--- config.mk ---
export PLATFORM = sky130hd
export DESIGN_NAME = cos_lut_arbiter
export DESIGN_NICKNAME = d
export VERILOG_FILES = /design/src/rtl/cos_lut_pkg.sv /design/src/rtl/cos_lut_tag_pipe.sv /design/src/rtl/cos_lut_arbiter.sv
export SDC_FILE = /design/constraint.sdc
export NUM_CORES = 1
export LEC_CHECK = 0
export BUFFER_PORTS_ARGS = -buffer_cell sky130_fd_sc_hd__buf_2
export CAP_MARGIN = 20
export CORE_MARGIN = 10
export CORE_UTILIZATION = 44
export DETAILED_ROUTE_END_ITERATION = 12
export HOLD_SLACK_MARGIN = 0.02
export PLACE_DENSITY = 0.87
export SLEW_MARGIN = 20
export SYNTH_ARGS = -nofsm -noshare
export SYNTH_HDL_FRONTEND = slang
export SYNTH_HIERARCHICAL = 1
export SYNTH_SLANG_ARGS = --single-unit
--- constraint.sdc ---
create_clock -name iClk -period 4.2 [get_ports iClk]
set_input_delay 0.21 -clock iClk [delete_from_list [all_inputs] [get_ports iClk]]
set_output_delay 0.21 -clock iClk [all_outputs]
set_load 0.1 [all_outputs]
--- src/rtl/cos_lut_pkg.sv ---
// Shared constants and types for the cosine-LUT arbiter slice.
// Optional statistics are enabled with the COS_ARB_STATS_EN macro (see cos_lut_arbiter).
package cos_lut_pkg;

    localparam int XW   = 14;
    localparam int YW   = 16;
    // Tag id width sized for the largest supported requester count (8).
    localparam int ID_W = 3;

    typedef enum logic {
        IDLE = 1'b0,
        HOLD = 1'b1
    } arbState_t;

    typedef struct packed {
        logic            valid;
        logic [ID_W-1:0] id;
    } tag_t;

endpackage

--- src/rtl/cos_lut_tag_pipe.sv ---
// LAT-deep shift register of {valid, id} tags that mirrors the evaluator latency
// and decodes the tag leaving the last stage into a one-hot requester strobe.
module cos_lut_tag_pipe
    import cos_lut_pkg::*;
#(
    parameter int LAT  = 1,
    parameter int NREQ = 4
)(
    input  logic            iClk,
    input  logic            iRst,
    input  logic            iLoad_valid,
    input  logic [ID_W-1:0] iLoad_id,
    output logic [NREQ-1:0] oHit,
    output logic            oBusy
);

    tag_t [LAT-1:0] r_stage;

    always_ff @(posedge iClk or posedge iRst) begin
        if (iRst) begin
            r_stage <= '0;
        end else begin
            r_stage[0].valid <= iLoad_valid;
            r_stage[0].id    <= iLoad_id;
            for (int s = 1; s < LAT; s++) begin
                r_stage[s] <= r_stage[s-1];
            end
        end
    end

    always_comb begin
        oHit  = '0;
        oBusy = 1'b0;
        for (int k = 0; k < NREQ; k++) begin
            oHit[k] = r_stage[LAT-1].valid && (r_stage[LAT-1].id == ID_W'(k));
        end
        for (int s = 0; s < LAT; s++) begin
            oBusy = oBusy | r_stage[s].valid;
        end
    end

endmodule

--- src/rtl/cos_lut_arbiter.sv ---
// Round-robin arbiter with burst hold sharing one cosine LUT evaluator among NREQ requesters.
// Define COS_ARB_STATS_EN to add per-requester saturating grant counters (oGrant_cnt, iStat_clr).
module cos_lut_arbiter
    import cos_lut_pkg::*;
#(
    parameter int NREQ      = 4,
    parameter int LAT       = 1,
    parameter int MAX_BURST = 4
)(
    input  logic               iClk,
    input  logic               iRst,
    input  logic [NREQ-1:0]    iReq_valid,
    input  logic [NREQ*XW-1:0] iReq_x,
    output logic [NREQ-1:0]    oReq_ready,
    output logic [XW-1:0]      oLut_x,
    input  logic [YW-1:0]      iLut_y,
    output logic [NREQ-1:0]    oRsp_valid,
    output logic [YW-1:0]      oRsp_y,
    output logic               oBusy
`ifdef COS_ARB_STATS_EN
    ,
    input  logic               iStat_clr,
    output logic [NREQ*16-1:0] oGrant_cnt
`endif
);

    localparam int IW = (NREQ > 1) ? $clog2(NREQ) : 1;
    localparam int BW = $clog2(MAX_BURST + 1);

    arbState_t       r_state;
    logic [IW-1:0]   r_owner;
    logic [IW-1:0]   r_ptr;
    logic [BW-1:0]   r_burst;

    logic            w_grant;
    logic [IW-1:0]   w_gid;
    logic            w_othersValid;
    logic            w_keep;
    logic [2*NREQ-1:0] w_dbl;
    logic [IW:0]     w_sum;
    logic [NREQ-1:0] w_hit;

    // Owner keeps the grant unless it drops valid or its burst is spent while others wait;
    // otherwise the valid vector is rotated by the pointer and the lowest rotated index wins.
    always_comb begin
        w_othersValid = 1'b0;
        for (int k = 0; k < NREQ; k++) begin
            if ((IW'(k) != r_owner) && iReq_valid[k]) w_othersValid = 1'b1;
        end
        w_keep = (r_state == HOLD) && iReq_valid[r_owner] &&
                 ((r_burst < BW'(MAX_BURST)) || !w_othersValid);
        w_dbl   = {iReq_valid, iReq_valid} >> r_ptr;
        w_sum   = '0;
        w_grant = 1'b0;
        w_gid   = r_owner;
        if (w_keep) begin
            w_grant = 1'b1;
        end else begin
            for (int i = NREQ - 1; i >= 0; i--) begin
                if (w_dbl[i]) begin
                    w_grant = 1'b1;
                    w_sum   = {1'b0, r_ptr} + (IW+1)'(i);
                    w_gid   = (w_sum >= (IW+1)'(NREQ)) ? IW'(w_sum - (IW+1)'(NREQ)) : IW'(w_sum);
                end
            end
        end
    end

    always_comb begin
        oReq_ready = '0;
        oLut_x     = '0;
        for (int k = 0; k < NREQ; k++) begin
            if (w_grant && (w_gid == IW'(k))) begin
                oReq_ready[k] = 1'b1;
                oLut_x        = iReq_x[k*XW +: XW];
            end
        end
    end

    always_ff @(posedge iClk or posedge iRst) begin
        if (iRst) begin
            r_state <= IDLE;
            r_owner <= '0;
            r_ptr   <= '0;
            r_burst <= '0;
        end else if (w_grant) begin
            r_state <= HOLD;
            r_owner <= w_gid;
            r_ptr   <= (w_gid == IW'(NREQ - 1)) ? '0 : w_gid + 1'b1;
            if ((r_state == HOLD) && (w_gid == r_owner)) begin
                r_burst <= (r_burst == BW'(MAX_BURST)) ? r_burst : r_burst + 1'b1;
            end else begin
                r_burst <= BW'(1);
            end
        end else begin
            r_state <= IDLE;
            r_burst <= '0;
        end
    end

    cos_lut_tag_pipe #(
        .LAT  (LAT),
        .NREQ (NREQ)
    ) u_tagPipe (
        .iClk        (iClk),
        .iRst        (iRst),
        .iLoad_valid (w_grant),
        .iLoad_id    (ID_W'(w_gid)),
        .oHit        (w_hit),
        .oBusy       (oBusy)
    );

    assign oRsp_valid = w_hit;
    assign oRsp_y     = (|w_hit) ? iLut_y : '0;

`ifdef COS_ARB_STATS_EN
    logic [NREQ-1:0][15:0] r_grantCnt;

    // Clear wins over increment; counters stick at all-ones.
    always_ff @(posedge iClk or posedge iRst) begin
        if (iRst) begin
            r_grantCnt <= '0;
        end else if (iStat_clr) begin
            r_grantCnt <= '0;
        end else begin
            for (int k = 0; k < NREQ; k++) begin
                if (w_grant && (w_gid == IW'(k)) && (r_grantCnt[k] != 16'hFFFF)) begin
                    r_grantCnt[k] <= r_grantCnt[k] + 16'd1;
                end
            end
        end
    end

    assign oGrant_cnt = r_grantCnt;
`endif

endmodule
==> results.toml, run 1 <==
[outcome]
status = "finished clean"

[synth]
ys_ff_latch = 12
ys_warn_count = 6
avgSynthCellArea_um2 = 6.73
synth-main-ff-cell = "dfrtp_1"
synth.top_cell.area_share = 0.196
synthDistinctLibCells = 39
netlist_top_cells_area = "dfrtp_1, a21oi_1, nor2_1"
syn_area_mm2 = 0.00154
syn_nets = 312
synth_edf_count = 0
syn_inst = 228
async_flop_share = 1.00
synth_seq_area_share = 0.196
synth_top_cell_by_area = "dfrtp_1"

[final_layout]
finalNetCount = 419
area_growth_syn_to_layout_pct = 43.5
diodes = 0
ff_latch_area_um2 = 300
fin_util = 0.655
multiInputGateArea_mm2 = 0.00117
final_cells = 380
fill_cells = 324
drive_gt1_frac = 0.398

[worst_setup_path]
cp_slowest_cell = "ha_2"
crit_path_end_kind = "primary output"
worstSetupPathType = "reg2out"
r2r_start = "r_owner[1]"
slowest_delay_ns = 0.48
reg2reg_depth = 8
cp_max_fo = 29
reg2reg_to = "r_ptr[1]"
cpMostUsedCell = "a21oi_1"
worstPathArrival_ns = 3.58
crit_chain = "or3_1 -> or3b_4 -> a31oi_4 -> a211oi_1 -> nor2_2 -> ha_2 -> nand2_1 -> a21oi_1 -> a21oi_1 -> nor2_1 -> a21oi_1 -> nor2_1 -> buf_2"
crit_path_start_kind = "register"
endpoint = "oLut_x[2]"
crit_start = "r_owner[1]"
r2r_slack_ns = 1.78
required_ns = 3.99

[die]
floorplan.rows = 21
start_util = 0.456
chipHeight_um = 79.1
die-width_um = 79.1
core_mm2 = 0.00336
die_area_mm2 = 0.00625
io-pin-count = 117

[grt]
grt_usage = 0.163
grt_pass1_vias = 1914
antenna_found_initial = 0
grt_pass1_wl_mm = 8.65
overflow = 0
grt_start_max_net_pins = 30

[clock_network]
clock-sinks = 12
clockRootBuffer = "clkbuf_4"
cts.path.max_buffers = 2
numCtsBuffers = 3
cts_tree = "yes"
htreeDepth = 1
insertion_delay_ns = 0.27
path_clk_slew_ns = 0.08
postCtsSetupBuffers = 0

[sta]
slew_viol_final = 0
rsz0062_at_grt = "false"
tightest_slew_ns = 0.704
setup_viol = 0
fmax_ghz = 0.264
finalHoldViolations = 0
fin_crit_ns = 3.79
relSlewSlack = 0.527
finalCritPeriodShare = 0.902
fin_tns_setup_ns = 0
fin_skew_ns = 0.00257

[place]
gp_congestion = 0.841
numPortBuffers = 116
dp_hpwl_mm = 4.56
dp_cells = 375

[drt]
dr.pass1.iters = 4
wl_per_cell_um = 14.6
vias = 1946
wl_mm = 5.56
route.detailed.drc = 0
via_per_inst = 5.12
ant_nets = 0
drt-initial-drc-count = 112

[min_path]
hold_path_class = "in2async"

[job]
max_cap_viol_count = 0
## placed cells by master, fill, tap and decap left out, types with 2 or more instances in the layout
| cell | synthesis | final |
|---|---|---|
| buf_4 | 0 | 3 |
| o22ai_1 | 3 | 3 |
| nand2b_1 | 3 | 3 |
| nand3b_1 | 17 | 17 |
| o21a_1 | 2 | 2 |
| nor2_1 | 35 | 35 |
| ha_1 | 6 | 5 |
| clkbuf_4 | 0 | 3 |
| o21ai_0 | 9 | 9 |
| nor2b_1 | 20 | 20 |
| nand2_1 | 20 | 20 |
| a21oi_1 | 47 | 47 |
| a211oi_1 | 2 | 2 |
| dfrtp_1 | 12 | 12 |
| inv_1 | 8 | 8 |
| buf_2 | 2 | 116 |
| mux2i_1 | 2 | 2 |
| and4bb_2 | 2 | 2 |
## worst max-delay path: cells and delay by family, from the launching register on
family	cells	cell delay, ns
buffers and inverters	1	0.43
and+or+nand+nor	6	1.35
DFF	1	0.43
adders and majority gates	1	0.48
AOI/OAI and AO/OA	5	0.62
## cell usage after synthesis (2+ instances only)
| cell type | number |
|---|---|
| a211oi_1 | 2 |
| a21oi_1 | 47 |
| and4bb_2 | 2 |
| buf_2 | 2 |
| clkbuf_1 | 15 |
| dfrtp_1 | 12 |
| ha_1 | 6 |
| inv_1 | 8 |
| mux2i_1 | 2 |
| nand2_1 | 20 |
| nand2b_1 | 3 |
| nand3b_1 | 17 |
| nor2_1 | 35 |
| nor2b_1 | 20 |
| nor4_1 | 2 |
| o21a_1 | 2 |
| o21ai_0 | 9 |
| o22ai_1 | 3 |
## flip-flops by register name, indices dropped and copies added, names as in the netlist
register,flops
r_owner,2
u_tagPipe/oBusy,1
r_state,1
r_ptr,2
u_tagPipe/r_stage,3
r_burst,3
## stage by stage
stage	instance area (um2)	hold slack, ns	setup WS [ns]
final	2200	0.379	0.412
after global routing	2200	0.389	0.0996
after CTS	2190	0.372	0.205
after detailed placement	2150	0.108	0.507
after global placement	2150	0.0999	0.557
after floorplan	1540	-0.0239	-0.0713
## logic make-up after synthesis
family | synth area share
multiplexers | 0.0302
other | 0.00244
AO/OA/AOI/OAI | 0.255
flip-flops | 0.196
AND/OR/NAND/NOR | 0.396
adder cells (fa/ha/maj) | 0.0489
buffers and inverters | 0.0660
XOR/XNOR | 0.00571
## timing repair
item,CTS,global route
endpoints found under the hold margin,12,0
resized for setup,0,1
setup endpoints to repair,0,13
hold buffers,1,0
## worst min-delay path by stage
stage / end / slack (ns) / depth (start not counted)
finish: u_tagPipe/r_stage[0] / 0.38 / 3
global placement: u_tagPipe/oBusy / 0.1 / 2
floorplan: u_tagPipe/oBusy / -0.02 / 1
global route: u_tagPipe/r_stage[2] / 0.39 / 3
detailed placement: u_tagPipe/r_stage[2] / 0.11 / 2
CTS: u_tagPipe/oBusy / 0.37 / 3
## cell type report
class,count,area share
Tap cell,46,0.0261
Inverter,8,0.0136
Timing Repair Buffer,120,0.278
Clock buffer,4,0.0165
Sequential cell,12,0.136
Multi-Input combinational cell,190,0.529
## metal layers
layer | global-route usage | routed length, um | up-vias | share of wire
met5 | 0 | 0 | - | 0
met4 | 0.0699 | 104 | 0 | 0.019
met3 | 0.0462 | 442 | 8 | 0.080
met2 | 0.289 | 2780 | 75 | 0.50
met1 | 0.178 | 2230 | 859 | 0.40
li1 | - | - | 1004 | -
Power of run 1 is not shown: default switching activity piles up to over one toggle a cycle in this logic, so the estimate is an artifact.
==> run 2, diff against run 1 <==
HOLD_SLACK_MARGIN = 0.08   (was 0.02)
REMOVE_ABC_BUFFERS = 1   (was default)
==> run 2 against run 1 <==
Flip-flop and latch count did not move. Die area did not move. Wire length fell by 1.9%. Utilization fell by 0.82 points. Sequential share of layout area rose by 0.17 points. Critical endpoint is now oLut_x[5].
==> results.toml, run 2 (synthesis gave the netlist of run 1 again) <==
[sta]
fin_skew_ns = 0.00723
finalHoldViolations = 0
holdWs_ns = 0.378
fin_tns_setup_ns = 0
fmax_ghz = 0.261
tightest_slew_ns = 0.726
rsz0062_at_grt = "false"
relSlewSlack = 0.512
setup_viol = 0
slew_viol_final = 0
finalCritPeriodShare = 0.913
fin_crit_ns = 3.83

[worst_setup_path]
crit_chain = "mux4_1 -> nand2_1 -> a31oi_4 -> a211oi_1 -> nor2_2 -> inv_1 -> ha_1 -> nand3b_1 -> a21oi_1 -> a21oi_1 -> nor2_1 -> a21oi_1 -> nor2_1 -> buf_2"
endpoint = "oLut_x[5]"
slowest_delay_ns = 0.60
crit_start = "r_owner[1]"
worstPathArrival_ns = 3.62
reg2reg_to = "r_ptr[1]"
cp_slowest_cell = "mux4_1"
crit_path_start_kind = "register"
required_ns = 3.99
r2r_slack_ns = 1.75
crit_path_end_kind = "primary output"
cp_max_fo = 15
r2r_start = "r_owner[1]"
worstSetupPathType = "reg2out"
cpMostUsedCell = "a21oi_1"
reg2reg_depth = 8

[final_layout]
area_growth_syn_to_layout_pct = 41.7
diodes = 0
reg_top3 = "r_burst (3), u_tagPipe/r_stage (3)"
layout_common_cells = "buf_2, a21oi_1, nor2_1"
final_common_cell = "buf_2"
fill_cells = 309
drive_gt1_frac = 0.398
finalNetCount = 418

[grt]
gr-usage-met1 = 0.181
use_met2 = 0.303
antenna_found_initial = 0
grt_start_max_net_pins = 30
grt_usage = 0.167
use_met3 = 0.0586
grt_pass1_wl_mm = 8.88
grt_pass1_vias = 1890
overflow = 0
top_usage_layer = "met2"

[die]
io-pin-count = 117
start_util = 0.456
die_area_mm2 = 0.00625
floorplan.rows = 21
chipHeight_um = 79.1
die-width_um = 79.1
core_mm2 = 0.00336

[clock_network]
insertion_delay_ns = 0.27
postCtsSetupBuffers = 0
numCtsBuffers = 3
clockRootBuffer = "clkbuf_4"
cts.path.max_buffers = 2
clock-sinks = 12
path_clk_slew_ns = 0.07
cts_tree = "yes"
htreeDepth = 1

[drt]
dr.pass1.iters = 4
wl_per_cell_um = 14.4
ant_nets = 0
via_per_inst = 5.14
route.detailed.drc = 0
vias = 1943
drt-initial-drc-count = 109
wl_mm = 5.45

[min_path]
hold_path_class = "in2async"

[place]
gp_congestion = 0.931
numPortBuffers = 116
dp_hpwl_mm = 4.50

[outcome]
status = "finished clean"

[job]
max_cap_viol_count = 0
-- run 2: cell types whose count changed in the layout (fill, tap and decap cells not counted) --
cell      delta
nor4b_4      -1
ha_1         -1
ha_2         +1
buf_4        -1
nor4b_2      +1
clkbuf_8     -1
-- run 2: worst min-delay path by stage --
| stage | from | endpoint | slack (ns) | depth (start not counted) |
|---|---|---|---|---|
| after floorplan | iRst | u_tagPipe/oBusy | -0.02 | 1 |
| final | iRst | u_tagPipe/r_stage[0] | 0.38 | 3 |
| after global routing | iRst | u_tagPipe/r_stage[0] | 0.39 | 3 |
| after CTS | iRst | u_tagPipe/r_stage[0] | 0.38 | 3 |
| after global placement | iRst | u_tagPipe/r_stage[0] | 0.10 | 2 |
| after detailed placement | iRst | u_tagPipe/r_stage[0] | 0.11 | 2 |
-- run 2: per-stage QoR --
stage	utilization	worst slack [ns]	instances	instance area [um2]
6_report	0.647	0.367	378	2180
4_1_cts	0.643	0.0777	378	2160
3_3_place_gp	0.633	0.565	374	2130
2_1_floorplan	-	-0.945	210	1460
3_5_place_dp	0.633	0.439	374	2130
5_1_grt	0.647	0.0397	378	2180
-- run 2: area by class of cell --
class	instances	area, um2	share of cell area
flip-flops and latches	12	300	0.138
inverters	8	30.0	0.0138
repair buffers	119	606	0.278
multi-input cells	190	1160	0.533
clock buffers	3	22.5	0.0104
well taps	46	57.6	0.0265
-- run 2: worst max-delay path, delay by kind of cell, from the launching register on --
kind | cells | cell delay [ns]
DFF | 1 | 0.43
muxes | 1 | 0.60
and+or+nand+nor | 5 | 0.63
adders and majority gates | 1 | 0.49
AOI/OAI and AO/OA | 5 | 0.66
buffers and inverters | 2 | 0.54
-- run 2: routing by layer --
layer / routed length, um / vias up
met5: 0 / -
met4: 29 / 0
met3: 452 / 2
met2: 2750 / 89
met1: 2220 / 856
li1: - / 996
-- run 2: repair_timing --
item / 4_1_cts / 5_1_grt
hold endpoints to repair: 12 / 0
setup endpoints to repair: 0 / 14
resized for setup: 0 / 2
hold buffers: 1 / 0
Power of run 2 is left out for the same reason.
==> run 3, diff against run 2 <==
CAP_MARGIN = default   (was 20)
CORE_UTILIZATION = 41   (was 44)
MAX_ROUTING_LAYER = met4   (was default)
PLACE_DENSITY = 0.82   (was 0.87)
clock period = 4.25 ns   (was 4.2 ns; I/O delays follow)
==> run 3 against run 2 <==
Via count increased by 1.5%. Non-clock buffer count is the same. Global-route usage shrank 0.68 points. First-iteration DRC count fell by 51%. Cell area rose by 0.98%. Clock-buffer cell count is the same. Critical path type unchanged. Register-to-register slack about the same. Die area grew 5.4%. Critical path depth shrank 3. Setup slack gained 0.040 ns. Sequential share of layout area fell by 0.13 points.
==> results.toml, run 3 (synthesis gave the netlist of run 1 again) <==
[die]
io-pin-count = 117
core_mm2 = 0.00363
start_util = 0.423
chipHeight_um = 81.2
die-width_um = 81.2
die_area_mm2 = 0.00659
floorplan.rows = 22

[final_layout]
finalNetCount = 418
area_growth_syn_to_layout_pct = 43.1
drive_gt1_frac = 0.398
final_common_cell = "buf_2"
final_cells = 380
diodes = 0
layout_common_cells = "buf_2, a21oi_1, nor2_1"
reg_top3 = "r_burst (3), u_tagPipe/r_stage (3)"
fill_cells = 323
fin_area_mm2 = 0.00220

[sta]
slew_viol_final = 0
fin_crit_ns = 3.84
tightest_slew_ns = 0.698
finalHoldViolations = 0
rsz0062_at_grt = "false"
finalCritPeriodShare = 0.904
fmax_ghz = 0.260
fin_skew_ns = 0.00119
relSlewSlack = 0.531
setup_viol = 0
fin_ws_ns = 0.407
holdWs_ns = 0.426

[worst_setup_path]
slowest_delay_ns = 0.60
cp_slowest_cell = "ha_2"
r2r_slack_ns = 1.76
cp_max_fo = 29
crit_buf_inv = 1
reg2reg_to = "r_ptr[1]"
worstPathArrival_ns = 3.63
crit_path_start_kind = "register"
crit_family = "simple AND/OR/NAND/NOR gates"
required_ns = 4.04
worstSetupPathType = "reg2out"
r2r_start = "r_owner[1]"
crit_chain = "or3_1 -> or3b_4 -> a31oi_4 -> o21ai_0 -> o21ai_0 -> ha_2 -> a21oi_1 -> nor2_1 -> a21oi_1 -> nor2_1 -> buf_2"
crit_path_end_kind = "primary output"
crit_start = "r_owner[1]"
reg2reg_depth = 8

[clock_network]
clockRootBuffer = "clkbuf_8"
clock-sinks = 12
htreeDepth = 1
path_clk_slew_ns = 0.05
cts.path.max_buffers = 2
insertion_delay_ns = 0.24
numCtsBuffers = 3
cts_tree = "yes"

[job]
max_cap_viol_count = 0

[grt]
grt_usage = 0.161
grt_pass1_wl_mm = 8.37
antenna_found_initial = 0
grt_pass1_vias = 1817
grt_start_max_net_pins = 30
overflow = 0

[min_path]
hold_path_class = "in2async"

[outcome]
status = "finished clean"

[place]
numPortBuffers = 116
dp_cells = 376
gp_congestion = 0.943
dp_slack_ns = 0.409
dp_hpwl_mm = 4.38
place_area_mm2 = 0.00213

[drt]
via_per_inst = 5.19
route.detailed.drc = 0
ant_nets = 0
vias = 1973
drt-initial-drc-count = 53
dr.pass1.iters = 4
wl_per_cell_um = 14.3
wl_mm = 5.45
-- run 3: cell counts in the layout (fill, tap and decap cells not counted) --
No cell type changed its count.
-- run 3: how the worst max path moves through the flow --
stage | slack [ns] | endpoint | cells after the start
2_1_floorplan | -0.90 | oRsp_y[0] | 3
3_3_place_gp | 0.52 | oLut_x[10] | 11
3_5_place_dp | 0.41 | oLut_x[10] | 11
4_1_cts | 0.12 | oLut_x[10] | 11
5_1_grt | 0.14 | oLut_x[0] | 14
6_report | 0.41 | oLut_x[10] | 11
-- run 3: final cells by class --
| cell class | count | area, um2 | area share |
|---|---|---|---|
| flip-flops and latches | 12 | 300 | 0.137 |
| repair buffers | 119 | 606 | 0.276 |
| clock buffers | 3 | 41.3 | 0.0188 |
| inverters | 8 | 30.0 | 0.0137 |
| multi-input cells | 190 | 1160 | 0.528 |
| well taps | 48 | 60.1 | 0.0273 |
-- run 3: per-stage QoR --
| step | util | TNS, ns |
|---|---|---|
| after floorplan | - | -14.36 |
| after global placement | 0.587 | 0 |
| after detailed placement | 0.587 | 0 |
| after CTS | 0.601 | 0 |
| after global routing | 0.605 | 0 |
| final | 0.605 | 0 |
-- run 3: worst min-delay path, stage by stage --
cell and delay (ns):
dlygate4sd3_1 0.55, buf_2 0.13, inv_1 0.12
-- run 3: timing repair --
item	4_1_cts	5_1_grt
gates resized for setup	0	2
endpoints found under the setup margin	0	13
hold buffers	1	0
buffers inserted	0	0
hold endpoints to repair	12	0
-- run 3: metal layers --
| layer | GRT usage | vias to the layer above | wire length [um] |
|---|---|---|---|
| met3 | 0.0386 | 6 | 517 |
| met1 | 0.169 | 887 | 2090 |
| met2 | 0.291 | 86 | 2790 |
| li1 | - | 994 | - |
| met4 | 0.0450 | 0 | 53 |
| met5 | - | - | 0 |
Power of run 3 is left out for the same reason.
